File: src/rtl/serv_bus_arbiter_pkg.sv
// Shared definitions for the SERV ibus/dbus Wishbone arbiter: state encodings
// and the request bundle that the grant mux selects between.
package serv_bus_arbiter_pkg;

  localparam logic [1:0] ARB_IDLE = 2'd0;
  localparam logic [1:0] ARB_IBUS = 2'd1;
  localparam logic [1:0] ARB_DBUS = 2'd2;

  typedef struct packed {
    logic [31:0] adr;
    logic [31:0] dat;
    logic [3:0]  sel;
    logic        we;
    logic        cyc;
  } wb_req_t;

  function automatic logic arb_granted(input logic [1:0] st);
    return st != ARB_IDLE;
  endfunction

endpackage

File: src/rtl/serv_bus_watchdog.sv
// Transaction watchdog: counts granted cycles without ack and flags the cycle
// in which the counter would reach all-ones (the 2**W-1'th waiting cycle).
module serv_bus_watchdog #(
  parameter int W = 8
) (
  input  logic i_clk,
  input  logic i_rst,
  input  logic i_clr,
  input  logic i_inc,
  output logic o_timeout
);

  localparam logic [W-1:0] LAST = {{(W-1){1'b1}}, 1'b0};

  logic [W-1:0] cnt;

  always_ff @(posedge i_clk or posedge i_rst) begin
    if (i_rst)      cnt <= '0;
    else if (i_clr) cnt <= '0;
    else if (i_inc) cnt <= cnt + 1'b1;
  end

  assign o_timeout = i_inc && (cnt == LAST);

endmodule

File: src/rtl/serv_bus_arbiter.sv
// Shares one Wishbone master port between SERV ibus and dbus: registered grant,
// fixed dbus priority, idle turnaround. Watchdog enabled by SERV_BUS_TIMEOUT_EN.
module serv_bus_arbiter
  import serv_bus_arbiter_pkg::*;
#(
  parameter int TIMEOUT_W = 8
) (
  input  logic        i_clk,
  input  logic        i_rst,
  input  logic [31:0] i_ibus_adr,
  input  logic        i_ibus_cyc,
  output logic [31:0] o_ibus_rdt,
  output logic        o_ibus_ack,
  input  logic [31:0] i_dbus_adr,
  input  logic [31:0] i_dbus_dat,
  input  logic [3:0]  i_dbus_sel,
  input  logic        i_dbus_we,
  input  logic        i_dbus_cyc,
  output logic [31:0] o_dbus_rdt,
  output logic        o_dbus_ack,
  output logic [31:0] o_wb_adr,
  output logic [31:0] o_wb_dat,
  output logic [3:0]  o_wb_sel,
  output logic        o_wb_we,
  output logic        o_wb_cyc,
  input  logic [31:0] i_wb_rdt,
  input  logic        i_wb_ack,
  output logic        o_bus_err
);

  logic [1:0] state, state_nxt;
  wb_req_t    ireq, dreq, greq;
  logic       timeout, done;

  assign ireq = '{adr: i_ibus_adr, dat: 32'h0, sel: 4'h0, we: 1'b0, cyc: i_ibus_cyc};
  assign dreq = '{adr: i_dbus_adr, dat: i_dbus_dat, sel: i_dbus_sel, we: i_dbus_we, cyc: i_dbus_cyc};

  // Idle still presents the fetch address so the bus is not left floating.
  always_comb begin
    greq     = '0;
    greq.adr = i_ibus_adr;
    case (state)
      ARB_IBUS: greq = ireq;
      ARB_DBUS: greq = dreq;
      default:  ;
    endcase
  end

`ifdef SERV_BUS_TIMEOUT_EN
  serv_bus_watchdog #(.W(TIMEOUT_W)) u_wdog (
    .i_clk     (i_clk),
    .i_rst     (i_rst),
    .i_clr     (!arb_granted(state)),
    .i_inc     (greq.cyc && !i_wb_ack),
    .o_timeout (timeout)
  );
`else
  logic wdog_unused;
  assign wdog_unused = (TIMEOUT_W > 0);
  assign timeout     = 1'b0;
`endif

  assign done = i_wb_ack || timeout;

  assign o_wb_adr   = greq.adr;
  assign o_wb_dat   = greq.dat;
  assign o_wb_sel   = greq.sel;
  assign o_wb_we    = greq.we;
  assign o_wb_cyc   = greq.cyc && !timeout;
  assign o_ibus_ack = (state == ARB_IBUS) && i_ibus_cyc && done;
  assign o_dbus_ack = (state == ARB_DBUS) && i_dbus_cyc && done;
  // A timed-out requester sees a clean zero rather than whatever the slave drives.
  assign o_ibus_rdt = timeout ? 32'h0 : i_wb_rdt;
  assign o_dbus_rdt = timeout ? 32'h0 : i_wb_rdt;
  assign o_bus_err  = timeout;

  always_comb begin
    state_nxt = state;
    case (state)
      ARB_IDLE: begin
        if (i_dbus_cyc)      state_nxt = ARB_DBUS;
        else if (i_ibus_cyc) state_nxt = ARB_IBUS;
      end
      ARB_IBUS, ARB_DBUS: begin
        if (!greq.cyc || done) state_nxt = ARB_IDLE;
      end
      default: state_nxt = ARB_IDLE;
    endcase
  end

  always_ff @(posedge i_clk or posedge i_rst) begin
    if (i_rst) state <= ARB_IDLE;
    else       state <= state_nxt;
  end

endmodule

File: config.mk
export PLATFORM = sky130hd
export DESIGN_NAME = serv_bus_arbiter
export DESIGN_NICKNAME = d
export VERILOG_FILES = /design/src/rtl/serv_bus_arbiter_pkg.sv /design/src/rtl/serv_bus_watchdog.sv /design/src/rtl/serv_bus_arbiter.sv
export SDC_FILE = /design/constraint.sdc
export NUM_CORES = 1
export LEC_CHECK = 0
export BUFFER_PORTS_ARGS = -buffer_cell sky130_fd_sc_hd__buf_2
export CORE_AREA = 2 2 107 109
export CTS_CLUSTER_DIAMETER = 40
export DETAILED_ROUTE_END_ITERATION = 8
export DIE_AREA = 0 0 109 111
export PLACE_DENSITY = 0.53
export SYNTH_ARGS = -nofsm -noshare
export SYNTH_HDL_FRONTEND = slang
export SYNTH_SLANG_ARGS = --single-unit
File: constraint.sdc
create_clock -name i_clk -period 1.9 [get_ports i_clk]
set_clock_uncertainty 0.15 [all_clocks]
set_input_delay 0.095 -clock i_clk [delete_from_list [all_inputs] [get_ports i_clk]]
set_output_delay 0.095 -clock i_clk [all_outputs]
set_load 0.005 [all_outputs]
==> results by group <==
Route
  • DRC: 0
  • Final WL: 5100 um
  • Average wire per standard cell: 12.1 um
  • Initial DRC Count: 54
  • Via/cell ratio: 3.69
  • Vias: 1,556
  • Routed Antenna Nets: 0
  • Detailed Routing Iterations Pass 1: 6

Logic synthesis
  • Mapped Nets: 309
  • Synth Instances: 168
  • Register area share after synthesis: 3.94%
  • Avg Cell Area, Syn: 7.55 sq um
  • Cell area after synthesis: 1270 sq um
  • Synth cell types: 19
  • Synth top area share: 38.5%
  • Yosys top cell by area: buf_4
  • #FFs+latches synth: 2
  • Area contributors post-synth: buf_4 38%, a22o_1 22%, and2_1 19%, dfrtp_1 3.9%, ha_1 3.0%
  • Ys Warns: 0

Critical path
  • CP bufs+invs: 3
  • CP Launch Type: register
  • Crit-path max FO: 16
  • Critical path class: reg2out
  • Crit path required time: 1.65 ns
  • Crit. End Element: primary output
  • CP arrival: 1.58 ns
  • Max stage delay cell, worst path: dfrtp_1
  • Cell chain of the critical path: inv_2, ha_4, nand2b_4, clkbuf_16, a22o_1, buf_2
  • Crit-path leading delay family: flip-flops
  • CP max stage delay: 0.38 ns

Power and ir drop
  • Pwr dens: 1280 nW/um^2
  • Leakage: 1.17 nW
  • Maximum VDD drop: 0.451 mV

Finish
  • Most common library cell in the layout ignoring fill and taps: buf_2
  • Max reg flops: 2
  • Fillers: 1,269
  • Area of the multi-input gates: 673 sq um
  • # diodes: 0
  • Fin util: 18.0%
  • Reg area: 50.0 sq um
  • Layout Nets: 422
  • Final Non-Filler Cells: 422
  • P&R area growth vs syn: 57.1%
  • Largest registers: state: 2 flops
  • Biggest register: state
  • Layout cells sized above 1: 69.5%
  • Most frequent cells in the layout: 177 x buf_2, 37 x and2_1, 32 x a22o_1

Place
  • Count of input and output buffers: 177
  • Placer Congestion: 0.797
  • Placed cell count: 415
  • Detail Placement HPWL: 4060 um

Clocking
  • Clock Latency Late Sink: 0.22 ns
  • Clock-pin slew on the worst setup and hold paths: 0.03 ns
  • Max Buffers Root-to-Sink: 2
  • CTS tree: yes
  • Root Buffer: clkbuf_16
  • CTS sink count: 2
  • Max H-tree Level: 1
  • TritonCTS buffer count: 3

Global route
  • Number of global-route vias before repair: 1,496
  • Initial antenna violation count: 0
  • First-pass GRT wire length: 6490 um
  • Pin count of the biggest net entering global routing: 39
  • GRT Total Usage: 6.80%
  • Gr ovfl total: 0

Timing
  • Final hold vios: 0
  • Final period utilization: 96.1%
  • Final min period: 1.83 ns
  • Count of final setup violators: 0
  • RSZ-0062 raised after global routing: no
  • Achievable Freq: 0.548 GHz
  • Count of pins over their slew limit: 0
  • Setup TNS: 0 ns

Status
  • Outcome: finished, final reports clean

Floorplan
  • Die X: 109 um
  • Std-Cell Rows: 39
  • Die Span Y: 111 um
  • CORE AREA: 11,100 sq um
  • Die ar.: 12,100 sq um
  • Ports: 275
  • Initial Util: 11.5%

Worst hold path
  • Worst min-delay path category: in2reg

Job
  • Max cap viols: 0
timing repair:
| action | 4_1_cts | 5_1_grt |
|---|---|---|
| hold buffers | 1 | 0 |
| hold endpoints to repair | 2 | 0 |
| gates cloned | 0 | 2 |
| gates resized for setup | 6 | 9 |
| setup endpoints to repair | 32 | 32 |
| setup buffers | 0 | 1 |
layer usage:
metal  up-vias  global-route usage (%)  part of all wire (%)
met4         0                    3.59                   2.5
met2       135                    13.8                    52
met3        20                    1.41                    12
met5         -                       0                     0
li1        723                       -                     -
met1       678                    5.94                    34
final timing paths:
kind | startpoint | endpoint | cells past startpoint | slack (ns)
worst min-delay path | i_ibus_cyc | state[0] | 3 | 0.04
worst min register to register | state[1] | state[1] | 1 | 0.42
worst max-delay path | state[1] | o_wb_adr[5] | 6 | 0.07
min in group asynchronous | i_rst | state[0] | 3 | 0.12
worst max register to register | state[1] | state[1] | 5 | 0.31
max in group asynchronous | i_rst | state[1] | 3 | 1.37
power breakdown:
part           leakage (nW)  internal, mW  total [mW]  switching [mW]
sequential           0.0257        0.0598      0.0758          0.0159
clock                0.0370         0.268       0.318          0.0500
combinational          1.11          1.20        2.16           0.961
cell families (layout without fill, tap and decap cells):
family | count (synthesis) | count (layout) | synth area share (%)
buffers and inverters | 80 | 191 | 45.2
and+or+nand+nor | 45 | 45 | 22.3
AOI/OAI and AO/OA | 37 | 37 | 25.3
adders and majority gates | 3 | 3 | 2.96
DFF | 2 | 2 | 3.94
other | 1 | 1 | 0.296
synth_stat cells, drive strengths merged:
library cell	instances
and2b	1
a22oi	2
a32o	1
and3	2
and2	38
ha	3
conb	1
inv	4
o22ai	1
a22o	32
dfrtp	2
buf	73
o21ai	1
clkbuf	3
nand2b	3
or2	1
through the flow:
| step | instance area, sq um | setup WS, ns | total power [mW] | hold slack, ns |
|---|---|---|---|---|
| 2_1_floorplan | 1270 | 0.363 | 1.27 | -0.314 |
| 3_3_place_gp | 1800 | 0.222 | 1.86 | -0.200 |
| 3_5_place_dp | 1800 | 0.142 | 1.91 | -0.196 |
| 4_1_cts | 1910 | 0.0000698 | 2.33 | 0.0401 |
| 5_1_grt | 1990 | 0.00910 | 2.80 | 0.0400 |
| 6_report | 1990 | 0.0749 | 2.56 | 0.0390 |
final cells by class:
class | count | share of cell area [%]
Timing Repair Buffer | 184 | 50.2
Inverter | 4 | 0.753
Sequential cell | 2 | 2.51
Tap cell | 143 | 8.98
Multi-Input combinational cell | 86 | 33.8
Clock buffer | 3 | 3.77
worst reg2reg max path, stage by stage (launching register included):
cell and delay (ns):
dfrtp_1 0.38, inv_2 0.07, ha_4 0.29, nand2b_1 0.09
or2_1 0.23, a32o_1 0.26
No activity file was read; power rests on OpenSTA's default activity.
